[config.mk]
export PLATFORM = sky130hd
export DESIGN_NAME = spi_shift_engine
export DESIGN_NICKNAME = d
export VERILOG_FILES = /design/src/rtl/spi_shift_engine.sv
export SDC_FILE = /design/constraint.sdc
export NUM_CORES = 1
export LEC_CHECK = 0
export BUFFER_PORTS_ARGS = -buffer_cell sky130_fd_sc_hd__buf_2
export CAP_MARGIN = 0
export CORE_AREA = 2 2 149 136
export DETAILED_ROUTE_END_ITERATION = 10
export DIE_AREA = 0 0 151 138
export HOLD_SLACK_MARGIN = 0.08
export PLACE_DENSITY_LB_ADDON = 0.3
export SLEW_MARGIN = 20
export SYNTH_ARGS = -nofsm -noshare
export SYNTH_HDL_FRONTEND = slang
export SYNTH_SLANG_ARGS = --single-unit
export TNS_END_PERCENT = 30
[constraint.sdc]
create_clock -name clk -period 2.5 [get_ports clk]
set_clock_uncertainty 0.15 [all_clocks]
set_input_delay 0.125 -clock clk [delete_from_list [all_inputs] [get_ports clk]]
set_output_delay 0.125 -clock clk [all_outputs]
set_load 0.01 [all_outputs]
[src/rtl/spi_shift_engine.sv]
// SPI shift engine: serialises a parallel word onto MOSI and deserialises MISO into a
// right-aligned receive word, paced by external sample/shift strobes from the SCLK generator.
module spi_shift_engine #(
    parameter int unsigned DATA_WIDTH = 32,
    parameter int unsigned CNT_W      = 7,
    parameter logic        IDLE_MOSI  = 1'b0
) (
    input  logic                  clk,
    input  logic                  rst_n,
    input  logic                  SPI_LOAD,
    input  logic [DATA_WIDTH-1:0] SPI_DATA_IN,
    input  logic [1:0]            SPI_DATA_LEN,
    input  logic                  SPI_BIT_ORDER,
    input  logic                  SPI_SAMPLE_EN,
    input  logic                  SPI_SHIFT_EN,
    input  logic                  SPI_ABORT,
    input  logic                  SPI_MISO,
    output logic                  SPI_MOSI,
    output logic                  SPI_BUSY,
    output logic                  SPI_DONE,
    output logic [DATA_WIDTH-1:0] SPI_RX_DATA
);

    typedef enum logic [1:0] {StIdle, StShift, StDone} state_e;

    state_e                state_q, state_d;
    logic [DATA_WIDTH-1:0] tx_q, tx_d;
    logic [DATA_WIDTH-1:0] rx_q, rx_d;
    logic [DATA_WIDTH-1:0] rx_data_q, rx_data_d;
    logic [CNT_W-1:0]      len_q, len_d;
    logic [CNT_W-1:0]      rx_cnt_q, rx_cnt_d;
    logic [CNT_W-1:0]      tx_cnt_q, tx_cnt_d;
    logic                  order_q, order_d;
    logic                  mosi_q, mosi_d;

    logic [CNT_W-1:0]      load_len;
    logic [DATA_WIDTH-1:0] load_msb;
    logic [DATA_WIDTH-1:0] rx_next;

    always_comb begin
        unique case (SPI_DATA_LEN)
            2'b00:   load_len = CNT_W'(24);
            2'b01:   load_len = CNT_W'(16);
            2'b10:   load_len = CNT_W'(8);
            default: load_len = CNT_W'(DATA_WIDTH);
        endcase
    end

    // MSB-first words are left-aligned so the outgoing bit is always the top bit;
    // bits at or above len fall off the top here.
    assign load_msb = SPI_DATA_IN << (CNT_W'(DATA_WIDTH) - load_len);

    // LSB-first fills from the top and is right-aligned when the frame completes.
    assign rx_next = order_q ? {SPI_MISO, rx_q[DATA_WIDTH-1:1]}
                             : {rx_q[DATA_WIDTH-2:0], SPI_MISO};

    always_comb begin
        state_d   = state_q;
        tx_d      = tx_q;
        rx_d      = rx_q;
        rx_data_d = rx_data_q;
        len_d     = len_q;
        rx_cnt_d  = rx_cnt_q;
        tx_cnt_d  = tx_cnt_q;
        order_d   = order_q;
        mosi_d    = mosi_q;

        unique case (state_q)
            StIdle: begin
                if (SPI_LOAD) begin
                    state_d  = StShift;
                    len_d    = load_len;
                    order_d  = SPI_BIT_ORDER;
                    rx_d     = '0;
                    rx_cnt_d = '0;
                    tx_cnt_d = CNT_W'(1);
                    if (SPI_BIT_ORDER) begin
                        mosi_d = SPI_DATA_IN[0];
                        tx_d   = SPI_DATA_IN >> 1;
                    end else begin
                        mosi_d = load_msb[DATA_WIDTH-1];
                        tx_d   = load_msb << 1;
                    end
                end
            end

            StShift: begin
                if (SPI_ABORT) begin
                    state_d = StIdle;
                    mosi_d  = IDLE_MOSI;
                end else begin
                    // tx_cnt_q counts bits already driven; once len is reached MOSI holds.
                    if (SPI_SHIFT_EN && (tx_cnt_q < len_q)) begin
                        tx_cnt_d = tx_cnt_q + CNT_W'(1);
                        if (order_q) begin
                            mosi_d = tx_q[0];
                            tx_d   = tx_q >> 1;
                        end else begin
                            mosi_d = tx_q[DATA_WIDTH-1];
                            tx_d   = tx_q << 1;
                        end
                    end
                    if (SPI_SAMPLE_EN) begin
                        rx_d     = rx_next;
                        rx_cnt_d = rx_cnt_q + CNT_W'(1);
                        if (rx_cnt_q == (len_q - CNT_W'(1))) begin
                            state_d   = StDone;
                            mosi_d    = IDLE_MOSI;
                            rx_data_d = order_q ? (rx_next >> (CNT_W'(DATA_WIDTH) - len_q))
                                                : rx_next;
                        end
                    end
                end
            end

            StDone: begin
                state_d = StIdle;
            end

            default: begin
                state_d = StIdle;
                mosi_d  = IDLE_MOSI;
            end
        endcase
    end

    always_ff @(posedge clk or negedge rst_n) begin
        if (!rst_n) begin
            state_q   <= StIdle;
            tx_q      <= '0;
            rx_q      <= '0;
            rx_data_q <= '0;
            len_q     <= '0;
            rx_cnt_q  <= '0;
            tx_cnt_q  <= '0;
            order_q   <= 1'b0;
            mosi_q    <= IDLE_MOSI;
        end else begin
            state_q   <= state_d;
            tx_q      <= tx_d;
            rx_q      <= rx_d;
            rx_data_q <= rx_data_d;
            len_q     <= len_d;
            rx_cnt_q  <= rx_cnt_d;
            tx_cnt_q  <= tx_cnt_d;
            order_q   <= order_d;
            mosi_q    <= mosi_d;
        end
    end

    assign SPI_MOSI    = mosi_q;
    assign SPI_BUSY    = (state_q == StShift);
    assign SPI_DONE    = (state_q == StDone);
    assign SPI_RX_DATA = rx_data_q;

endmodule

Word level (Yosys, flattened, before mapping)
Index checks and enable logic that the tools add are counted.

storage, ports and cells
  bits in registers = 121
  input port bits = 42
  output and inout bits = 35
  logic and storage cells = 74

cells by class
  add/sub/neg operators = 5
  magnitude comparators = 1
  equality and inequality tests = 11
  shifts and indexed selects = 2
  mux-type cells = 34
  bitwise operators = 2
  reductions and logical operators = 10

operator list
  cell                 number
  $mux 32              10
  $pmux 32 s2          2
  $mux 7               6
  $shl 32x7->32        1
  $shr 32x7->32        1
  $pmux 7 s2           2
  $pmux 6 s3           1
  $add 7x1->7 const B  2
  $sub 6x7->7 const A  2
  $reduce_and 4->1     3
  $mux 2               4
  $eq 7x7->1           1
  $lt 7x7->1           1
  $mux 1               7
  $sub 7x1->7 const B  1
  $ne 2x2->1 const B   3
  $eq 2x1->1 const B   2
  $eq 2x2->1 const B   2
  $logic_not 2->1      2
  $pmux 2 s2           1
  $reduce_and 2->1     2
  $ne 3x2->1 const B   1
  $ne 3x3->1 const B   1
  $pmux 1 s3           1
  other kinds (5)      6

Longest topological paths before layout
Gate-level depths: netlist of the first run.

  word-level depth = 7
  depth in mapped cells = 10
  depth with buffers taken out = 6

Worst setup path before layout of the first run
Ideal clock, no wire load.

  path type = input to register
  start point = input port SPI_DATA_LEN[0]
  end point = register mosi_q, in the netlist SPI_MOSI
  library setup time = 0.137 ns
  data arrival time = 2.420 ns
  data required time = 2.213 ns
  path slack = -0.207 ns
  stages on the path = 9
  buffers on the path = 4
  cell sequence = clkbuf_1 > buf_2 > inv_1 > ha_1 > clkbuf_1 > clkbuf_1 > mux4_2 > a221oi_1 > o32ai_1

on the way
  word-level cells in the longest chain between the ends = 7
  elaborated cells between the ends (all ways) = 9
  those cells by class = add/sub (1); eq/ne (2); shift (1); mux (4); reduce/logical (1)

ends and longest elaborated chain
  what                                      RTL line  RTL
  start: declaration                        12        input logic [1:0] SPI_DATA_LEN,
  $eq 2x2->1, or another cell as far along  41        unique case (SPI_DATA_LEN)
  $pmux 6 s3 (*)                            41
  $sub 6x7->7 (*)                           51        assign load_msb = SPI_DATA_IN << (CNT_W'(DATA_WIDTH) - load_len);
  $shl 32x7->32 (*)                         51
  $mux 1 (*)                                77        if (SPI_BIT_ORDER) begin
  $mux 1 (*)                                70        if (SPI_LOAD) begin
  $pmux 1 s3 (*)                            68        unique case (state_q)
  end signal: assignment                    147       mosi_q <= mosi_d;
  end: declaration                          34        logic mosi_q, mosi_d;

Mark *: on every way between the ends. The rest lies on a longest branch, timed or not. The select of a mux whose other input is x is not followed.
A chain may end at the register's enable or synchronous reset.

Final worst setup path of the first run
  start point = register len_q[4]
  end point = register rx_data_q[16], in the netlist SPI_RX_DATA[16]

on the way
  word-level cells in the longest chain between the ends = 3
  elaborated cells between the ends (all ways) = 6
  those cells by class = add/sub (2); eq/ne (1); shift (1); mux (1); reduce/logical (1)

ends and longest elaborated chain
  what                                                RTL line  RTL
  start: declaration                                  30        logic [CNT_W-1:0] len_q, len_d;
  start signal: assignment                            143       len_q <= len_d;
  $sub 6x7->7 / $sub 7x1->7 (equally long branches)   109, 106
  $shr 32x7->32 / $eq 7x7->1 (equally long branches)  109, 106
  $mux 32 / $reduce_and 4->1 (equally long branches)  --
  end signal: assignment                              142       rx_data_q <= rx_data_d;
  end: declaration                                    29        logic [DATA_WIDTH-1:0] rx_data_q, rx_data_d;

Several ways; a longest one is shown, not always the timed one.

==> flow_summary.json, run 1 <==
{
  "status": "complete, no violations",
  "p_leak_uw": 0.00401,
  "synth_warnings": 0,
  "drt_iter0_drc": 662,
  "syn-cell-area_um2": 7610,
  "slew_headroom_pct": 49.4,
  "setup_viol": 0,
  "clock_path_buffers": 2,
  "finalNetCount": 955,
  "cts_buffers": 17,
  "r2r_slack_ns": 0.05,
  "power_per_cell_area_nw_per_um2": 722,
  "p_total_uw": 6810,
  "critical_path_arrival_ns": 2.61,
  "yosys_most_used_dff": "dfrtp_1",
  "crit_type": "reg -> reg",
  "ant_nets": 0,
  "finalNonFillerCells": 1171,
  "clk-insertion-delay-late_ns": 0.42,
  "antenna_found_initial": 0,
  "worst_slack_ns": 0.0451,
  "cts_tree": "built",
  "drc_errors": 0,
  "final_common_cell": "dfrtp_1",
  "hp-class": "in -> async",
  "max_freq_mhz": 407,
  "place.gp.congestion": 0.906,
  "hold_viol": 0,
  "drtPass1Iterations": 5,
  "ios": 77,
  "clkSinkCount": 117,
  "wl_mm": 22.6,
  "track_usage_pct": 22.1,
  "root_buffer": "clkbuf_16",
  "synth-edff-count": 0,
  "netlist-cell-type-count": 63,
  "dp.cells": 1103,
  "ir_worst_vdd_v": 0.000430,
  "overflow": 0,
  "vias": 6890,
  "die_y_um": 138,
  "startpoint_type": "flop",
  "pre_cts_ws_ns": -0.000743,
  "grt_pass1_vias": 6636,
  "rsz0062_at_grt": "yes",
  "syn-num-nets": 853,
  "row_count": 49,
  "dieArea_um2": 20800,
  "maxCapViolations": 0,
  "synth_seq_area_share_pct": 38.4,
  "timing.final.crit_share_pct": 98.2,
  "clk_pin_slew_worst_paths_ns": 0.06,
  "synth_seq_cells": 117,
  "coreArea_um2": 19500,
  "syn-instance-count": 801,
  "async_flop_share_pct": 100,
  "portBuffers": 76,
  "antenna_cells": 0,
  "dp_hpwl_mm": 15.1,
  "final_core_util_pct": 48.4,
  "drive_gt1_share_pct": 24.2,
  "cp_max_fo": 15,
  "synth.avg_cell_area_um2": 9.51,
  "start_util_pct": 39.1,
  "most-common-layout-cells": "115 x dfrtp_1, 75 x buf_2, 64 x o21ai_0, 63 x nand2_1, 53 x mux2i_1",
  "grt_max_degree": 59,
  "period_needed_ns": 2.45,
  "worstPathRequired_ns": 2.66,
  "routedWlPerCell_um": 19.3,
  "cp-end-kind": "flop",
  "routed_via_density": 5.88,
  "htree_levels": 4,
  "report.final.slew_viol_count": 0,
  "die_w_um": 151,
  "grt_pass1_wl_mm": 36.6,
  "synthToLayoutAreaGrowth_pct": 23.8,
  "worst_pin_slew_ns": 0.756
}
## cell families (layout without fill, tap and decap cells)
logic type | count (synthesis) | in the layout | synth area share (%)
compound gates | 265 | 265 | 24.2
simple gates | 188 | 188 | 12.7
flops | 117 | 117 | 38.4
mux | 114 | 114 | 16.7
buf+inv | 99 | 214 | 5.36
fa+ha+maj | 10 | 10 | 1.64
xor+xnor | 8 | 8 | 0.920
## layer usage
| layer | GRT usage [%] | vias up | wire (um) |
|---|---|---|---|
| met4 | 6.15 | 0 | 408 |
| met2 | 31.3 | 278 | 9820 |
| li1 | - | 3228 | - |
| met1 | 33.9 | 3343 | 10800 |
| met5 | 0 | - | 0 |
| met3 | 4.88 | 41 | 1480 |
## registers in the layout, summed over array words and instances, names as in the netlist
name,count
tx_q,32
state_q,2
len_q,3
SPI_MOSI,1
order_q,1
SPI_RX_DATA,32
rx_q,32
rx_cnt_q,7
tx_cnt_q,7
## stage by stage
stage | hold WS [ns] | TNS (ns) | cell area (um^2)
global placement | -0.0237 | 0 | 8430
floorplan | -0.321 | -0.621 | 7670
detailed placement | -0.0126 | -0.00121 | 8430
CTS | 0.0817 | -0.0669 | 9410
finish | 0.0730 | 0 | 9430
global route | 0.0985 | -0.0325 | 9430
## layout make-up
class | count | area (um^2)
clock buffers | 18 | 439
multi-input cells | 585 | 4330
repair buffers | 155 | 1130
flip-flops and latches | 117 | 2930
well taps | 255 | 319
inverters | 27 | 104
clock inverters | 14 | 175
fillers | 1852 | 10100
## what timing repair did
| action | in CTS | in global routing |
|---|---|---|
| pin swaps | 1 | 1 |
| endpoints found under the setup margin | 12 | 24 |
| gates resized for setup | 2 | 4 |
| endpoints found under the hold margin | 146 | 0 |
| setup buffers | 3 | 1 |
| hold buffers | 31 | 0 |
| gates cloned | 1 | 0 |
## report_power, final
part	total (uW)	internal [uW]	switching (uW)
Combinational	1860	823	1040
Sequential	2390	2150	241
Clock	2550	1600	955
Total	6810	4570	2230
## critical path: stages, from the launching register on
cell,delay (ns)
dfrtp_1,0.38
inv_2,0.08
ha_4,0.18
xor2_1,0.16
or4_4,0.46
a211oi_4,0.28
buf_4,0.19
buf_16,0.16
mux2_4,0.30
## synth_stat cells, types with 6 or more instances
master / n / share of area, %
a2bb2oi_1: 9 / 1.0
nand2_1: 63 / 3.1
o211ai_1: 16 / 1.6
o31ai_1: 20 / 2.0
mux2_1: 8 / 1.2
o21ai_0: 64 / 4.2
a2111oi_0: 9 / 1.0
nor2_1: 15 / 0.74
mux2i_1: 53 / 7.0
nand2b_1: 9 / 0.74
a221o_1: 7 / 0.92
clkbuf_1: 52 / 2.6
nor2b_1: 42 / 3.5
a211oi_1: 18 / 1.8
o311ai_0: 8 / 0.92
nand3_1: 30 / 2.0
buf_2: 8 / 0.53
o22ai_1: 14 / 1.2
ha_1: 10 / 1.6
mux2_2: 48 / 7.1
dfrtp_1: 117 / 38
a221oi_1: 20 / 2.3
a21oi_1: 35 / 2.3
buf_1: 8 / 0.39
inv_1: 26 / 1.3
a31oi_1: 6 / 0.49
## worst paths after layout
| check | depth (start not counted) | to | start |
|---|---|---|---|
| min | 2 | tx_q[14] | rst_n |
| max reg2reg | 8 | SPI_RX_DATA[16] | len_q[4] |
| min reg2reg | 1 | SPI_RX_DATA[19] | SPI_RX_DATA[19] |
| max in group asynchronous | 3 | SPI_RX_DATA[9] | rst_n |
| max | 8 | SPI_RX_DATA[16] | len_q[4] |
| min in group clk | 4 | tx_q[3] | SPI_DATA_IN[4] |
Note: power is estimated with default switching activity, not from simulation.
==> run 2: changes to the inputs <==
ABC_AREA = 1   (was default)
CORE_AREA = 2 2 148 136   (was 2 2 149 136)
DIE_AREA = 0 0 150 138   (was 0 0 151 138)
==> run 2 against run 1 <==
  * Combinational power up 3%
  * Maximum frequency up 4.9%
  * Worst setup slack better by 0.11 ns
  * Critical path type unchanged
==> flow_summary.json, run 2 <==
{
  "clk_pin_slew_worst_paths_ns": 0.06,
  "synth_common_cells": "282 x nand2_1, 142 x o21ai_0, 126 x inv_1",
  "timing.rr.start": "len_q[3]",
  "hold_viol": 0,
  "hold_ws_ns": 0.0886,
  "portBuffers": 76,
  "synth_seq_cells": 117,
  "routed_via_density": 5.34,
  "dp_hpwl_mm": 16.2,
  "cp-end-kind": "flop",
  "root_buffer": "clkbuf_16",
  "r2r_end": "SPI_MOSI",
  "ir_worst_vdd_v": 0.000483,
  "grt_max_degree": 98,
  "finalNetCount": 1226,
  "ios": 77,
  "slew_headroom_pct": 41.3,
  "synth_warnings": 0,
  "yosys_most_used_dff": "dfrtp_1",
  "synth-edff-count": 0,
  "clock_path_buffers": 2,
  "coreArea_um2": 19400,
  "grt_pass1_vias": 7189,
  "clkSinkCount": 117,
  "ant_nets": 0,
  "die_y_um": 138,
  "critical_path_arrival_ns": 2.49,
  "most-common-layout-cells": "282 x nand2_1, 142 x o21ai_0, 125 x inv_1, 117 x dfrtp_1, 89 x nand3_1",
  "worstPathRequired_ns": 2.65,
  "start_util_pct": 38.8,
  "fin_tns_setup_ns": 0,
  "synthToLayoutAreaGrowth_pct": 21.3,
  "cts_buffers": 17,
  "track_usage_pct": 23.2,
  "netlist-cell-type-count": 42,
  "yosysMostFrequentCell": "nand2_1",
  "place.gp.congestion": 0.979,
  "cts_tree": "built",
  "htree_levels": 4,
  "period_needed_ns": 2.34,
  "startpoint_type": "flop",
  "cts_setup_buffers": 0,
  "r2r_slack_ns": 0.16,
  "antenna_cells": 0,
  "drtPass1Iterations": 5,
  "wl_mm": 23.6,
  "worst_pin_slew_ns": 0.878,
  "status": "complete, no violations",
  "synth_seq_area_share_pct": 38.9,
  "max_freq_mhz": 427,
  "die_w_um": 150,
  "drive_gt1_share_pct": 13.8,
  "yosys.area.top_type": "dfrtp_1",
  "cp_max_fo": 31,
  "crit_type": "reg -> reg",
  "synth.area.top_cells": "dfrtp_1 39%, nand2_1 14%, o21ai_0 9.4%",
  "synth_top_area_share_pct": 38.9,
  "routedWlPerCell_um": 16.3,
  "p_leak_uw": 0.00427,
  "async_flop_share_pct": 100,
  "synth.avg_cell_area_um2": 7.00,
  "clk-insertion-delay-late_ns": 0.42,
  "final_common_cell": "nand2_1",
  "setup_viol": 0,
  "crit_start": "len_q[3]",
  "power_per_cell_area_nw_per_um2": 731,
  "timing.final.crit_share_pct": 93.6,
  "ff2ff_path_depth": 12,
  "hp-class": "in -> async",
  "overflow": 0,
  "maxCapViolations": 0,
  "worstSetupEndpoint": "SPI_MOSI",
  "vias": 7706,
  "antenna_found_initial": 0,
  "dieArea_um2": 20700,
  "row_count": 49,
  "syn-num-nets": 1126,
  "grt_pass1_wl_mm": 38.0,
  "p_total_uw": 6670,
  "drc_errors": 0,
  "drt_iter0_drc": 966,
  "report.final.slew_viol_count": 0,
  "syn-instance-count": 1074,
  "syn-cell-area_um2": 7520
}
[run 2: cell types whose count changed after synthesis, sizes merged, moves of 56 or more]
cell | previous run | this run
o21ai | 65 | 155
nand3 | 30 | 91
nand2 | 63 | 284
inv | 27 | 134
mux2 | 56 | 0
[run 2: power breakdown]
| group | internal, uW | total (uW) | leakage, uW | switching, uW |
|---|---|---|---|---|
| combinational | 622 | 1920 | 0.00253 | 1290 |
| sequential | 2200 | 2400 | 0.00148 | 199 |
| clock | 1400 | 2350 | 0.000263 | 947 |
| total | 4230 | 6670 | 0.00427 | 2440 |
[run 2: layout make-up]
class	count	area [um^2]
Multi-Input combinational cell	762	3800
Clock buffer	19	443
Fill cell	1987	10300
Tap cell	255	319
Clock inverter	13	125
Sequential cell	117	2930
Inverter	134	503
Timing Repair Buffer	142	1000
[run 2: worst max-delay path, cell delays in order (launching register included)]
cell and delay, ns:
dfrtp_1 0.39, inv_2 0.09, buf_4 0.33, nand2_1 0.09, nand2_1 0.07, nand2_1 0.08
nor2_4 0.14, nand2_1 0.07, nand2_1 0.08, o21ai_0 0.07, nand2_1 0.06, dlygate4sd3_1 0.55
nand2_1 0.05
[run 2: worst min-delay path by stage]
stage | start | end | depth (start not counted)
3_3_place_gp | rst_n | tx_q[14] | 2
4_1_cts | SPI_DATA_IN[19] | tx_q[18] | 7
5_1_grt | rst_n | tx_q[15] | 3
6_report | rst_n | tx_q[14] | 3
3_5_place_dp | rst_n | tx_q[14] | 2
2_1_floorplan | rst_n | SPI_MOSI | 0
[run 2: cell families after synthesis]
logic type | after synthesis | synth area share, %
DFF | 117 | 38.9
AOI/OAI and AO/OA | 289 | 22.3
adders and majority gates | 10 | 1.66
buffers and inverters | 195 | 10.8
and+or+nand+nor | 459 | 25.8
xor gates and xnor gates | 4 | 0.466
[run 2: metrics by stage]
| stage | area, um^2 | utilization (%) | worst slack, ns | cells |
|---|---|---|---|---|
| floorplan | 7520 | - | 0.0554 | 1074 |
| global placement | 8190 | 42.3 | 0.270 | 1376 |
| detailed placement | 8190 | 42.3 | 0.256 | 1376 |
| CTS | 9100 | 47.0 | 0.106 | 1442 |
| global route | 9120 | 47.1 | -0.00955 | 1442 |
| finish | 9120 | 47.1 | 0.159 | 1442 |
[run 2: what timing repair did]
item                                   4_1_cts  5_1_grt
hold buffers                                34        0
endpoints found under the hold margin      150        0
setup endpoints to repair                    0        1
gates resized for setup                      0        4
[run 2: layer usage]
metal / vias up / GRT usage [%] / routed length, um
met2: 353 / 34.1 / 10400
met1: 3571 / 34.0 / 10700
li1: 3748 / - / -
met4: 0 / 5.86 / 388
met3: 34 / 5.91 / 2080
met5: - / 0 / 0
